### config.mk
export PLATFORM = sky130hd
export DESIGN_NAME = sync_fifo_param
export DESIGN_NICKNAME = d
export VERILOG_FILES = /design/src/rtl/sync_fifo_param.sv
export SDC_FILE = /design/constraint.sdc
export NUM_CORES = 2
export LEC_CHECK = 0
export CAP_MARGIN = 20
export CORE_MARGIN = 4
export CORE_UTILIZATION = 60
export CTS_BUF_LIST = sky130_fd_sc_hd__clkbuf_8 sky130_fd_sc_hd__clkbuf_16
export CTS_CLUSTER_SIZE = 40
export DETAILED_ROUTE_END_ITERATION = 8
export PLACE_DENSITY = 0.76
export SETUP_SLACK_MARGIN = 0.1
export SYNTH_ARGS = -nofsm -noshare
export SYNTH_HDL_FRONTEND = slang
export SYNTH_SLANG_ARGS = --single-unit
### constraint.sdc
create_clock -name clk -period 3.6 [get_ports clk]
set_input_delay 0.54 -clock clk [delete_from_list [all_inputs] [get_ports clk]]
set_output_delay 0.54 -clock clk [all_outputs]
set_load 0.1 [all_outputs]
### src/rtl/sync_fifo_param.sv
// sync_fifo_param: parameterised synchronous FIFO built on a register array.
// Tracks occupancy in a registered level counter and derives all status flags from it.
// Keeps sticky overflow/underflow flags that are cleared by clr_err.
// Build option SYNC_FIFO_FWFT_EN: when defined, data_out shows the head word
// combinationally (first-word fall-through). When undefined, data_out is
// registered and updated on each accepted read.
module sync_fifo_param #(
  parameter int DATA_WIDTH = 32,
  parameter int ADDR_WIDTH = 6,
  parameter int AF_THRESH  = (2**ADDR_WIDTH) - 4,
  parameter int AE_THRESH  = 4
) (
  input  logic                  clk,
  input  logic                  rst,
  input  logic                  wr_en,
  input  logic [DATA_WIDTH-1:0] data_in,
  input  logic                  rd_en,
  input  logic                  flush,
  input  logic                  clr_err,
  output logic [DATA_WIDTH-1:0] data_out,
  output logic                  full,
  output logic                  empty,
  output logic                  almost_full,
  output logic                  almost_empty,
  output logic [ADDR_WIDTH:0]   level,
  output logic                  overflow,
  output logic                  underflow
);

  localparam int DEPTH = 2**ADDR_WIDTH;
  localparam logic [ADDR_WIDTH:0] DEPTH_L = (ADDR_WIDTH+1)'(DEPTH);
  localparam logic [ADDR_WIDTH:0] AF_L    = (ADDR_WIDTH+1)'(AF_THRESH);
  localparam logic [ADDR_WIDTH:0] AE_L    = (ADDR_WIDTH+1)'(AE_THRESH);

  logic [DATA_WIDTH-1:0] mem [DEPTH];
  logic [ADDR_WIDTH-1:0] wr_ptr;
  logic [ADDR_WIDTH-1:0] rd_ptr;
  logic [ADDR_WIDTH:0]   level_q;
  logic                  wr_acc;
  logic                  rd_acc;

  // Flags come straight from the registered level.
  assign level        = level_q;
  assign full         = (level_q == DEPTH_L);
  assign empty        = (level_q == '0);
  assign almost_full  = (level_q >= AF_L);
  assign almost_empty = (level_q <= AE_L);

  // A flush cycle suppresses both transfers.
  assign wr_acc = wr_en & ~full  & ~flush;
  assign rd_acc = rd_en & ~empty & ~flush;

  // Pointer and occupancy bookkeeping; the pointers wrap naturally at DEPTH.
  always_ff @(posedge clk or negedge rst) begin
    if (!rst) begin
      wr_ptr  <= '0;
      rd_ptr  <= '0;
      level_q <= '0;
    end else if (flush) begin
      wr_ptr  <= '0;
      rd_ptr  <= '0;
      level_q <= '0;
    end else begin
      if (wr_acc) wr_ptr <= wr_ptr + 1'b1;
      if (rd_acc) rd_ptr <= rd_ptr + 1'b1;
      case ({wr_acc, rd_acc})
        2'b10:   level_q <= level_q + 1'b1;
        2'b01:   level_q <= level_q - 1'b1;
        default: level_q <= level_q;
      endcase
    end
  end

  // Sticky error flags; setting has priority over clr_err, and a flush cycle leaves them untouched.
  always_ff @(posedge clk or negedge rst) begin
    if (!rst) begin
      overflow  <= 1'b0;
      underflow <= 1'b0;
    end else if (!flush) begin
      if (wr_en && full)     overflow <= 1'b1;
      else if (clr_err)      overflow <= 1'b0;
      if (rd_en && empty)    underflow <= 1'b1;
      else if (clr_err)      underflow <= 1'b0;
    end
  end

  // Storage array, deliberately not reset.
  always_ff @(posedge clk) begin
    if (wr_acc) mem[wr_ptr] <= data_in;
  end

`ifdef SYNC_FIFO_FWFT_EN
  // Head word is visible while non-empty; zero while empty.
  assign data_out = empty ? '0 : mem[rd_ptr];
`else
  // Registered read port, loaded only on an accepted read.
  always_ff @(posedge clk or negedge rst) begin
    if (!rst)        data_out <= '0;
    else if (rd_acc) data_out <= mem[rd_ptr];
  end
`endif

endmodule
Word-level counts from Yosys, hierarchy flattened

Memories as Yosys holds them, arrays and structs flattened. A register that Yosys moved wholly into a read port is not among the register bits.
Index checks and enable logic that the tools add are counted.
W data, S select, Z words.

Flip-flop bits (word level): 21
RAM bits: 2048
Input port bits: 38
Output and inout bits: 45
Logic and storage cells: 44
Memories: 1

Memories:

| memory | words | bits a word | read ports | clocked after Yosys merged registers in | wr ports | RTL line | text |
|---|---|---|---|---|---|---|---|
| mem    | 64    | 32          | 1          | 1                                       | 1        | 35       | `logic [DATA_WIDTH-1:0] mem [DEPTH];` |

Add/subtract/negate cells: 4
Order comparisons: 2
Eq/ne operators: 3
Muxes and demuxes: 11
Bitwise logic cells: 7
Reductions and logical operators: 11

Operator list:

| operator              | number |
|---|---|
| $mux W6               | 4 |
| $pmux W7 S2           | 1 |
| $add A6 B1 Y6 const B | 2 |
| $reduce_bool A2 Y1    | 4 |
| $add A7 B1 Y7 const B | 1 |
| $eq A7 B7 Y1 const B  | 1 |
| $ge A7 B6 Y1 const B  | 1 |
| $le A7 B3 Y1 const B  | 1 |
| $logic_not A7 Y1      | 1 |
| $mux W7               | 1 |
| $sub A7 B1 Y7 const B | 1 |
| $mux W1               | 5 |
| $and A1 B1 Y1         | 4 |
| $reduce_and A2 Y1     | 2 |
| $not A1 Y1            | 3 |
| $reduce_bool A3 Y1    | 1 |
| $eq A2 B1 Y1 const B  | 1 |
| $eq A2 B2 Y1 const B  | 1 |
| $logic_and A1 B1 Y1   | 2 |
| $logic_not A1 Y1      | 1 |

Longest topological paths before layout

Depth in word-level cells: 7
Depth in mapped cells: 11
Depth with buffers taken out: 10

Worst setup path after synthesis

Ideal clock, no wire load.

Kind: register to register
Start point: register level_q[1] (netlist: level[1])
End point: memory mem[59][0], enable pin
Library setup time: 0.421 ns
Data arrival time: 4.017 ns
Required time: 3.179 ns
Path slack: -0.838 ns
Stages on the path, launching flop included: 8
Path buffers: 1
Clock period less this slack: 4.438 ns
Path through: dfrtp_1 buf_2 nor2_1 nand3_1 inv_1 nor3_1 nand3_1 nor2_1

Cells in the longest elaborated chain, start to end: 6

Ends and longest elaborated chain:

| item                          | RTL line | text |
|---|---|---|
| start: declaration            | 38       | `logic [ADDR_WIDTH:0] level_q;` |
| start signal: assignment      | 67       | `2'b10: level_q <= level_q + 1'b1;` |
| start signal: assignment      | 68       | `2'b01: level_q <= level_q - 1'b1;` |
| start signal: assignment      | 69       | `default: level_q <= level_q;` |
| $eq A7 B7 Y1                  | 44       | `assign full = (level_q == DEPTH_L);` |
| net full                      | 21       | `output logic full,` |
| $not A1 Y1                    | 50       | `assign wr_acc = wr_en & ~full & ~flush;` |
| $and A1 B1 Y1 (2 in a row)    | 50       |  |
| $mux W1                       | 89       | `if (wr_acc) mem[wr_ptr] <= data_in;` |
| $mux W1 (not written as such) | 89       |  |
| end: declaration              | 35       |  |

The timed path passes the listed nets, and every way through them passes these cells.

==> impl_metrics.py <==
metrics = {
    "status": {
        "status": "complete, no violations",
    },
    "yosys": {
        "synthCells": 3755,
        "synthSimpleGateAreaFrac_pct": 1.94,
        "synth_compound_gate_area_share_pct": 3.20,
        "postSynthAreaPerCell_sq_um": 21.5,
        "synth_area_leader_cell": "edfxtp_1",
        "synth_area_sq_um": 80600,
        "synth-edff-count": 2048,
        "synth_mux_area_share_pct": 15.2,
        "ys_types": 54,
        "ys.flop_type": "edfxtp_1",
        "synth_xor_area_share_pct": 0.163,
        "synthAdderAreaFrac_pct": 0.0621,
        "synth_top_family_by_area": "multiplexers",
        "synth_seq_cells": 2101,
        "synthTopCellsByArea": "edfxtp_1 (76%), mux4_2 (12%), mux2i_1 (3.2%)",
        "yosysTopAreaCellShare_pct": 76.3,
        "syn-num-nets": 3797,
        "seq_area_frac_synth_pct": 77.9,
        "async_flop_share_pct": 2.52,
        "ys.warnings.count": 0,
    },
    "critical_path": {
        "worstPathMaxFanout": 40,
        "max_stage_delay_ns": 0.62,
        "worst_path_max_delay_cell": "dfrtp_4",
        "crit_chain": "buf_12 -> buf_4 -> mux4_2 -> mux4_2 -> o21ai_1 -> a21oi_1",
        "reg2reg_slack_ns": 0.18,
        "cp.required_ns": 4.25,
        "crit_family": "multiplexers",
        "critPathLaunchType": "flop",
        "crit_arrival_ns": 4.07,
        "path_class": "reg -> reg",
        "end_kind": "flop",
        "crit_buf_inv": 2,
        "cpMostUsedCell": "mux4_2",
    },
    "floorplan": {
        "dieWidth_um": 375,
        "std_cell_rows": 134,
        "design.die.area_sq_um": 140000,
        "coreArea_sq_um": 133000,
        "num_io_pins": 83,
        "fp.dieH_um": 375,
        "start_util_pct": 60.4,
    },
    "timing": {
        "max_freq_mhz": 293,
        "finalHoldViolCount": 0,
        "slew_headroom_pct": 23.8,
        "tightest_slew_ns": 1.14,
        "rsz0062_at_grt": "false",
        "finalMaxSlewViolations": 0,
        "min_period_ns": 3.42,
        "fin_skew_ns": 0.0356,
        "setup_slack_ns": 0.183,
        "setup_violations": 0,
        "holdWs_ns": 0.0934,
        "fin_crit_sh_pct": 94.9,
    },
    "grt": {
        "antenna_found_initial": 17,
        "grt-ovfl-total": 0,
        "grt_max_degree": 74,
        "grt_pass1_wl_mm": 298,
        "grt_usage_pct": 30.0,
        "first_global_vias": 40713,
    },
    "layout": {
        "area_growth_pct": 14.9,
        "fin_cells": 6028,
        "seq_area_sq_um": 62800,
        "drive_gt1_share_pct": 26.7,
        "postLayoutCoreUtil_pct": 69.4,
        "nFillCells": 7797,
        "final_nets": 4129,
        "multiInputGateArea_sq_um": 17100,
    },
    "power": {
        "finalPower_mw": 61.8,
        "power_leakage_nw": 28.5,
        "power_density_nw_per_um2": 668,
        "ir_drop_mv": 0.701,
    },
    "routing": {
        "viasPerCell": 6.86,
        "vias": 41373,
        "first_iter_violations": 6622,
        "wirelength_mm": 209,
        "antenna_left": 0,
        "first_pass_iters": 6,
        "wl_per_cell_um": 34.6,
        "drc": 0,
    },
    "clock_network": {
        "cts_htree_levels": 4,
        "clock_path_buffers": 3,
        "clk_pin_slew_ns": 0.06,
        "cts_sinks": 2101,
        "clockRootBuffer": "clkbuf_16",
        "numCtsBuffers": 198,
        "clk_latency_ns": 0.82,
        "cts_tree": "done",
    },
    "job": {
        "cap_viol_max_count": 0,
    },
    "place": {
        "place_congestion": 0.899,
        "dpl.cell_count": 5639,
        "place_ws_ns": -0.0907,
        "portBuffers": 82,
        "place_hpwl_mm": 118,
    },
    "hold_path": {
        "hp-class": "in -> reg",
    },
}
[synth_stat cells (8+ instances only)]
cell / count
nand2_1: 31
edfxtp_1: 2048
nand3_1: 89
nor2b_1: 13
nand2b_1: 10
mux4_2: 426
mux2i_1: 261
a31oi_1: 30
buf_4: 45
a22oi_1: 146
o21ai_0: 34
clkbuf_1: 78
a21oi_1: 44
dfrtp_1: 53
buf_2: 70
buf_6: 11
buf_1: 14
o41ai_1: 26
nor3_1: 9
nor2_1: 154
xnor2_1: 8
o22ai_1: 59
[worst register-to-register path, cell delays in order (launching register included)]
cell	delay, ns
dfrtp_4	0.62
buf_12	0.33
buf_4	0.54
mux4_2	0.39
mux4_2	0.58
o21ai_1	0.59
a21oi_1	0.20
[metrics by stage]
step / setup TNS [ns] / instance area (sq um)
2_1_floorplan: -94.38 / 80800
3_3_place_gp: -0.892 / 85800
3_5_place_dp: -0.192 / 85800
4_1_cts: 0 / 92300
5_1_grt: 0 / 92600
6_report: 0 / 92600
[path summary, 6_finish.rpt]
path | start | end | cells past startpoint
worst max-delay path | rd_ptr[1] | data_out[13] | 6
worst min-delay path | data_in[18] | mem[57][18] | 1
worst max register to register | rd_ptr[1] | data_out[13] | 6
worst min register to register | overflow | overflow | 2
max in group asynchronous | rst | data_out[30] | 3
min in group asynchronous | rst | overflow | 2
[layer usage]
metal	track usage [%]	share of wire [%]	vias to the layer above
met4	12.9	4.5	4
met3	8.37	14	384
li1	-	-	16477
met1	43.0	36	21586
met5	0	0.016	-
met2	44.2	46	2922
[power breakdown]
group          internal, mW  switching [mW]  leakage, nW
Combinational          5.57            7.92         6.18
Sequential             27.1           0.496         19.0
Clock                  11.8            8.90         3.28
Total                  44.5            17.3         28.5
[placed cells by master (no fill, tap or decap), drive strengths merged, types with 4 or more instances in the layout]
cell type | netlist | layout
a22oi | 146 | 146
o311ai | 5 | 5
and2 | 4 | 4
o2111ai | 4 | 4
mux2 | 5 | 5
buf | 140 | 315
o211ai | 5 | 5
nand2 | 31 | 31
a31oi | 31 | 31
a21oi | 44 | 44
clkinv | 0 | 93
a21o | 4 | 4
o22ai | 59 | 59
nor4 | 6 | 6
o21ai | 37 | 37
clkdlybuf4s50 | 0 | 34
nor3 | 9 | 9
nor2b | 13 | 13
dfrtp | 53 | 53
ha | 4 | 4
inv | 8 | 47
diode | 0 | 5
mux4 | 426 | 426
nand4 | 5 | 5
mux2i | 261 | 261
nand3 | 89 | 89
o41ai | 26 | 26
clkinvlp | 0 | 11
or2 | 4 | 4
a211oi | 5 | 5
xor2 | 7 | 7
bufinv | 0 | 23
nor2 | 154 | 154
nand2b | 10 | 10
edfxtp | 2048 | 2048
or3 | 5 | 5
clkbuf | 78 | 202
xnor2 | 8 | 8
[state kept, by name, indices dropped and copies added, names as in the netlist]
| name | cells |
|---|---|
| overflow | 1 |
| data_out | 32 |
| mem | 2048 |
| wr_ptr | 6 |
| level | 7 |
| rd_ptr | 6 |
| underflow | 1 |
[area by class of cell]
class / instances / area share, %
clock inverters: 166 / 1.54
inverters: 8 / 0.0324
clock buffers: 202 / 5.45
multi-input cells: 1428 / 18.5
diodes: 5 / 0.0135
well taps: 1768 / 2.39
flip-flops and latches: 2101 / 67.9
repair buffers: 350 / 4.18
[what timing repair did]
action,4_1_cts,5_1_grt
gates cloned,0,0
hold endpoints to repair,28,0
setup endpoints to repair,12,11
buffers inserted,1,5
pin swaps,0,0
hold buffers,1,0
gates resized for setup,8,9
[kinds of logic after synthesis]
kind of cell,after synthesis
xor gates and xnor gates,15
buffers and inverters,226
and+or+nand+nor,341
DFF,2101
muxes,692
AOI/OAI and AO/OA,376
adders and majority gates,4
Power figures use the tool's default switching activity.
